===== config.mk =====
export PLATFORM = sky130hd
export DESIGN_NAME = coin_credit_unit
export DESIGN_NICKNAME = d
export VERILOG_FILES = /design/src/rtl/coffee_pkg.sv /design/src/rtl/coin_change_select.sv /design/src/rtl/coin_credit_unit.sv
export SDC_FILE = /design/constraint.sdc
export NUM_CORES = 1
export LEC_CHECK = 0
export CAP_MARGIN = 20
export CORE_MARGIN = 2
export CORE_UTILIZATION = 50
export CTS_BUF_LIST = sky130_fd_sc_hd__clkbuf_4 sky130_fd_sc_hd__clkbuf_8 sky130_fd_sc_hd__clkbuf_16
export CTS_CLUSTER_SIZE = 24
export DETAILED_ROUTE_END_ITERATION = 16
export PLACE_DENSITY = 0.71
export SLEW_MARGIN = 20
export SYNTH_ARGS = -nofsm -noshare
export SYNTH_HDL_FRONTEND = slang
export SYNTH_SLANG_ARGS = --single-unit

===== constraint.sdc =====
create_clock -name clk -period 16.45 [get_ports clk]
set_clock_uncertainty 0.15 [all_clocks]
set_input_delay 3.29 -clock clk [delete_from_list [all_inputs] [get_ports clk]]
set_output_delay 3.29 -clock clk [all_outputs]
set_load 0.01 [all_outputs]

===== src/rtl/coffee_pkg.sv =====
// Shared types and default coin/credit configuration for the coffee-maker vending path.
package coffee_pkg;

    localparam int DEF_CREDIT_W  = 8;
    localparam int DEF_NUM_COINS = 3;
    localparam int DEF_MAX_CREDIT = 99;
    localparam logic [DEF_NUM_COINS*DEF_CREDIT_W-1:0] DEF_COIN_VALUES = {8'd10, 8'd5, 8'd1};

    typedef enum logic {
        IDLE   = 1'b0,
        CHANGE = 1'b1
    } cc_state_e;

endpackage


===== src/rtl/coin_change_select.sv =====
// Greedy change picker: index of the largest denomination not exceeding credit.
module coin_change_select
    import coffee_pkg::*;
#(
    parameter int NUM_COINS = DEF_NUM_COINS,
    parameter int CREDIT_W  = DEF_CREDIT_W,
    parameter logic [NUM_COINS*CREDIT_W-1:0] COIN_VALUES = DEF_COIN_VALUES
) (
    input  logic [CREDIT_W-1:0]          credit,
    output logic [$clog2(NUM_COINS)-1:0] coin_idx
);

    localparam int IDX_W = $clog2(NUM_COINS);

    // Table is ascending, so the last fitting entry wins; entry 0 (value 1) is the fallback.
    always_comb begin
        coin_idx = '0;
        for (int i = 1; i < NUM_COINS; i++) begin
            if (credit >= COIN_VALUES[i*CREDIT_W +: CREDIT_W])
                coin_idx = IDX_W'(i);
        end
    end

endmodule


===== src/rtl/coin_credit_unit.sv =====
// Credit accumulator: all-or-nothing coin acceptance, vend check against price,
// and greedy change return over a valid/ready handshake.
module coin_credit_unit
    import coffee_pkg::*;
#(
    parameter int NUM_COINS  = DEF_NUM_COINS,
    parameter int CREDIT_W   = DEF_CREDIT_W,
    parameter logic [NUM_COINS*CREDIT_W-1:0] COIN_VALUES = DEF_COIN_VALUES,
    parameter int MAX_CREDIT = DEF_MAX_CREDIT
) (
    input  logic                         clk,
    input  logic                         reset,
    input  logic [NUM_COINS-1:0]         coin,
    input  logic [CREDIT_W-1:0]          price,
    input  logic                         vend_req,
    input  logic                         cancel,
    input  logic                         change_ready,
    output logic [CREDIT_W-1:0]          credit,
    output logic                         coin_reject,
    output logic                         vend_ack,
    output logic                         vend_nack,
    output logic                         change_valid,
    output logic [$clog2(NUM_COINS)-1:0] change_coin,
    output logic                         busy
);

    localparam int IDX_W = $clog2(NUM_COINS);
    localparam int SUM_W = CREDIT_W + IDX_W;

    cc_state_e            state_q, state_d;
    logic [CREDIT_W-1:0]  credit_q, credit_d;
    logic [IDX_W-1:0]     change_coin_q, change_coin_d;
    logic                 reject_q, reject_d;
    logic                 ack_q, ack_d;
    logic                 nack_q, nack_d;

    logic [SUM_W-1:0]     coin_sum;
    logic [SUM_W:0]       grown;
    logic [CREDIT_W-1:0]  change_val;
    logic [IDX_W-1:0]     sel_idx;

    always_comb begin
        coin_sum = '0;
        for (int i = 0; i < NUM_COINS; i++) begin
            if (coin[i])
                coin_sum = coin_sum + SUM_W'(COIN_VALUES[i*CREDIT_W +: CREDIT_W]);
        end
    end

    // One extra bit so the overflow test never wraps.
    assign grown = {{(IDX_W+1){1'b0}}, credit_q} + {1'b0, coin_sum};

    always_comb begin
        change_val = '0;
        for (int i = 0; i < NUM_COINS; i++) begin
            if (change_coin_q == IDX_W'(i))
                change_val = COIN_VALUES[i*CREDIT_W +: CREDIT_W];
        end
    end

    always_comb begin
        state_d  = state_q;
        credit_d = credit_q;
        reject_d = 1'b0;
        ack_d    = 1'b0;
        nack_d   = 1'b0;
        case (state_q)
            IDLE: begin
                if (grown <= (SUM_W+1)'(MAX_CREDIT))
                    credit_d = CREDIT_W'(grown);
                else
                    reject_d = 1'b1;
                // Price is judged against credit held before this cycle's coins.
                if (cancel) begin
                    if (credit_q != '0)
                        state_d = CHANGE;
                end else if (vend_req) begin
                    if (credit_q >= price) begin
                        ack_d    = 1'b1;
                        credit_d = credit_d - price;
                        if (credit_d != '0)
                            state_d = CHANGE;
                    end else begin
                        nack_d = 1'b1;
                    end
                end
            end
            CHANGE: begin
                reject_d = |coin;
                if (change_ready) begin
                    credit_d = credit_q - change_val;
                    if (credit_d == '0)
                        state_d = IDLE;
                end
            end
            default: state_d = IDLE;
        endcase
    end

    coin_change_select #(
        .NUM_COINS  (NUM_COINS),
        .CREDIT_W   (CREDIT_W),
        .COIN_VALUES(COIN_VALUES)
    ) u_sel (
        .credit  (credit_d),
        .coin_idx(sel_idx)
    );

    // Next offer follows the post-handshake credit, so it is stable while ready is low.
    assign change_coin_d = (state_d == CHANGE) ? sel_idx : '0;

    always_ff @(posedge clk) begin
        if (reset) begin
            state_q       <= IDLE;
            credit_q      <= '0;
            change_coin_q <= '0;
            reject_q      <= 1'b0;
            ack_q         <= 1'b0;
            nack_q        <= 1'b0;
        end else begin
            state_q       <= state_d;
            credit_q      <= credit_d;
            change_coin_q <= change_coin_d;
            reject_q      <= reject_d;
            ack_q         <= ack_d;
            nack_q        <= nack_d;
        end
    end

    assign credit       = credit_q;
    assign coin_reject  = reject_q;
    assign vend_ack     = ack_q;
    assign vend_nack    = nack_q;
    assign change_valid = (state_q == CHANGE);
    assign change_coin  = change_coin_q;
    assign busy         = (state_q == CHANGE);

endmodule


# Word-level counts from Yosys, hierarchy flattened
# Cells that the tools add are included.
# totals
reg_bits	14
inputBits	16
output_inout_bits	15
# classes
add_sub_neg	5
magnitude_cmp	4
n_eq_ne	2
n_mux	27
n_bitwise	3
reduce_logical	8
# ops
cell	count
$mux 8	8
$mux 10	2
$pmux 8 s2	1
$reduce_bool 8->1	2
$sub 8x8->8	2
$mux 1	13
$add 8x10->11	1
$le 11x7->1 const B	1
$add 10x3->10 const B	1
$add 10x4->10 const B	1
$ge 8x3->1 const B	1
$ge 8x4->1 const B	1
$ge 8x8->1	1
$logic_not 8->1	1
$reduce_or 3->1	2
$pmux 1 s2	2
$reduce_or 4->1	1
$not 1->1	3
$eq 2x1->1 const B	1
$eq 2x2->1 const B	1
$logic_not 2->1	1
$mux 2	1
$reduce_or 2->1	1

# Longest topological paths before layout
# depth
depth_word	18
mapped_depth	25

# Cells and area by module
# Synthesis repeated with hierarchy kept, for this count alone.
# unflattened
hier_cells	285
hier_area_um2	2170.8
# modules_own_cells
mod	n_inst	cells_each	area_each_um2	seq_area_each_um2
coin_credit_unit	1	278	2114.5	280.3
coin_change_select	1	7	56.3	0.0

# Worst setup path after synthesis
# Ideal clock, no wire load.
# synth_path
path_type	input port to flip-flop
start	in coin[0]
end	reg change_coin_q[1] (netlist: change_coin[1])
setup_ps	115
arrival_ps	7655
required_time_ps	16185
slack_ps	8530
cell_stages	22
cell_sequence	inv_1 -> ha_1 -> ha_1 -> fa_1 -> nand2_1 -> a2bb2oi_2 -> o31ai_2 -> nor4b_4 -> and2_4 -> or2_2 -> buf_2 -> mux2_2 -> ha_1 -> nor2b_1 -> o31a_1 -> o31ai_1 -> a21oi_1 -> xnor2_1 -> xnor2_1 -> o311a_1 -> nand4_1 -> o21a_1
# synth_via
elab_chain_cells	18
elab_cells_between_ends	24
# synth_lines
item	line_no	text
start: declaration	coin_credit_unit.sv:13	input logic [NUM_COINS-1:0] coin,
$mux 1 *	coin_credit_unit.sv:45	if (coin[i])
$add 10x3->10	coin_credit_unit.sv:46	coin_sum = coin_sum + SUM_W'(COIN_VALUES[i*CREDIT_W +: CREDIT_W]);
$mux 10 *	coin_credit_unit.sv:45	
$add 10x4->10	coin_credit_unit.sv:46	
$mux 10 *	coin_credit_unit.sv:45	
$add 8x10->11 *	coin_credit_unit.sv:51	assign grown = {{(IDX_W+1){1'b0}}, credit_q} + {1'b0, coin_sum};
$le 11x7->1	coin_credit_unit.sv:69	if (grown <= (SUM_W+1)'(MAX_CREDIT))
$mux 8 *	coin_credit_unit.sv:69	
$mux 8 *	coin_credit_unit.sv:67	case (state_q)
branches (longest 9 deep; another with $sub 8x8->8)	--	
end signal: assignment	coin_credit_unit.sv:123	change_coin_q <= change_coin_d;
end: declaration	coin_credit_unit.sv:32	logic [IDX_W-1:0] change_coin_q, change_coin_d;
# Every way passes the cells marked *. The select of a mux whose other input is x is not followed.
# A chain may end at the register's enable or synchronous reset.

# Final worst setup path
# layout_path
start	in coin[1]
end	reg change_coin_q[1] (netlist: change_coin[1])
# layout_via
elab_chain_cells	16
elab_cells_between_ends	22
# layout_lines
item	line_no
$mux 10 *	coin_credit_unit.sv:45
$add 10x4->10	coin_credit_unit.sv:46
$mux 10 *	coin_credit_unit.sv:45
$add 8x10->11 *	coin_credit_unit.sv:51
$le 11x7->1	coin_credit_unit.sv:69
$mux 8 *	coin_credit_unit.sv:69
$mux 8 *	coin_credit_unit.sv:67
branches (longest 9 deep; another with $sub 8x8->8)	--
# Marked as above.

==> flow_metrics.tcl <==
set metrics [dict create \
    die-area_um2 5060 \
    p_sw_mw 0.280 \
    met2_usage_pct 41.6 \
    die_y_um 71.2 \
    worst_slew_pin_slew_ns 0.640 \
    grt_pass1_vias 2066 \
    finish.utilization_pct 59.1 \
    start_kind "input pin" \
    synth_top_area_cell "ha_1" \
    finalCriticalPeriod_ns 8.83 \
    yosysTopAreaCellShare_pct 15.5 \
    synth_edf_count 0 \
    crit_arrival_ns 8.82 \
    drtIter0Drc 159 \
    cts_root_buf "clkbuf_8" \
    vias 2245 \
    drv_slew 0 \
    grt_max_degree 27 \
    end_kind "flop" \
    required_ns 16.44 \
    ys_types 69 \
    nFillCells 454 \
    holdWs_ns 0.579 \
    synthArstFlopShare_pct 0 \
    synth-seq-area-share_pct 12.4 \
    grtUsageMet1_pct 34.0 \
    dpl.hpwl_um 4760 \
    area_growth_pct 14.1 \
    io_buffers 30 \
    wl_per_cell_um 16.6 \
    grt_setup_unrepaired "false" \
    clock_latency_ns 0.25 \
    setup_viol_count_final 0 \
    drt-total-wl_um 6080 \
    syn_nets 339 \
    path_max_fanout 10 \
    ant_nets 0 \
    routed_via_density 6.12 \
    antenna_cells 0 \
    clock_power_share_pct 6.5 \
    nNetsFinal 363 \
    status "complete, no violations" \
    ys.flop_type "dfxtp_1" \
    drtPass1Iterations 5 \
    p_comb_share_pct 79.0 \
    placementRows 24 \
    core_um2 4350 \
    slew_headroom_pct 57.3 \
    post_cts_buffers 0 \
    synth.avg_cell_area_um2 7.72 \
    numCtsBuffers 3 \
    drv_cap 0 \
    tritoncts "yes" \
    initial_utilization_pct 51.8 \
    power.density_nw_per_um2 208 \
    crit_type "input pin to flop" \
    cts_resized 0 \
    clockBufferDepth 2 \
    internal_power_mw 0.255 \
    die-width_um 71.2 \
    grt.overflow.total 0 \
    busiest_layer "met2" \
    power_mw 0.535 \
    ys_ff_latch 14 \
    ir_drop_mv 0.115 \
    io_pins 31 \
    swShare_pct 52.3 \
    place_inst 363 \
    ctsHoldBuffers 0 \
    grt_util_all_layers_pct 24.6 \
    synth_warnings 0 \
    layout-drive-gt1-share_pct 8.57 \
    cellLeakagePower_nw 1.06 \
    gp_congestion 0.925 \
    grt_pass1_wl_um 9960 \
    drc 0 \
    setup_ws_ns 7.62 \
    met3_usage_pct 2.99 \
    post-route-period-util_pct 53.7 \
    syn_inst 292 \
    synthTopCellsByArea "ha_1, dfxtp_1, nor2_1" \
    htreeDepth 1 \
    power_frac_seq_pct 14.5 \
    final_cell_mix "nor2_1, clkdlybuf4s50_1, ha_1" \
    syn_area_um2 2250 \
    ff2ff_path_depth 18 \
    placed_cell_area_um2 2520 \
    mostFrequentLayoutCell "nor2_1" \
    min_path_cells 2 \
    grt_antenna_before_repair 0 \
    fmax_mhz 113 \
    finalSetupTns_ns 0 \
    final_cells 367 \
    cts_sinks 14 \
    clk_pin_slew_ns 0.06 \
    fin_area_um2 2570 \
    dp_slack_ns 7.42 \
    hold_path.class "flop to flop" \
    final_hold_viol_count 0 \
]
-- Yosys cell counts (5+ instances only) --
library cell and count:
nand2b_1 6, clkbuf_8 5, a21oi_1 22, nor2b_1 9, dfxtp_1 14, o21a_1 8
o31ai_1 6, nand3_1 6, o21ai_0 18, xor2_1 5, xnor2_1 9, ha_1 28
nor2_1 33, nand2_1 21, inv_1 16, nor3_1 8
-- worst paths after layout --
kind / startpoint / end / slack, ns
max reg2reg: credit[4] / change_coin[1] / 10.90
min: busy / vend_ack / 0.58
min reg2reg: busy / vend_ack / 0.58
max: coin[1] / change_coin[1] / 7.62
-- layout make-up --
cell class / count / area (um2) / area share (%)
multi-input combinational: 250 / 1800 / 70.1
timing repair buffer: 31 / 308 / 12.0
sequential: 14 / 280 / 10.9
tap: 52 / 65.1 / 2.53
inverter: 16 / 60.1 / 2.33
clock buffer: 4 / 55.1 / 2.14
-- sequential cells by signal, summed over array words and instances, names as in the netlist --
name	count
busy	1
credit	8
vend_ack	1
vend_nack	1
coin_reject	1
change_coin	2
-- power by group through the flow --
stage          Combinational [mW]  Sequential (mW)  Clock, mW
3_5_place_dp                0.415           0.0782          0
3_3_place_gp                0.410           0.0786          0
2_1_floorplan               0.327           0.0662          0
5_1_grt                     0.468           0.0797     0.0365
6_report                    0.422           0.0777     0.0346
4_1_cts                     0.418           0.0776     0.0350
-- logic make-up after synthesis --
| group | after synthesis | synth area share (%) |
|---|---|---|
| simple gates | 112 | 26.0 |
| flops | 14 | 12.4 |
| mux | 3 | 1.39 |
| xor+xnor | 14 | 5.44 |
| fa+ha+maj | 31 | 18.2 |
| buf+inv | 28 | 7.55 |
| compound gates | 90 | 29.0 |
-- routing by layer --
layer	share of wire, %	wire length, um
met1	46	2810
met2	47	2870
met3	5.7	345
met4	0.89	54
met5	0	0
-- critical path, cell delays in order --
cell and delay (ns):
clkdlybuf4s50_1 0.47, ha_1 0.22, and2_1 0.14, ha_1 0.48, or3b_1 0.40, a2bb2oi_2 0.21
o31ai_2 0.11, nor4b_4 0.44, and2_4 0.25, or2_2 0.20, mux2_2 0.37, ha_1 0.26
nor2b_1 0.15, o31a_1 0.28, o31ai_1 0.34, a21oi_1 0.13, xnor2_1 0.16, xnor2_1 0.32
o311a_1 0.25, nand4_1 0.14, o21a_1 0.21
Note: power is estimated with default switching activity, not from simulation.
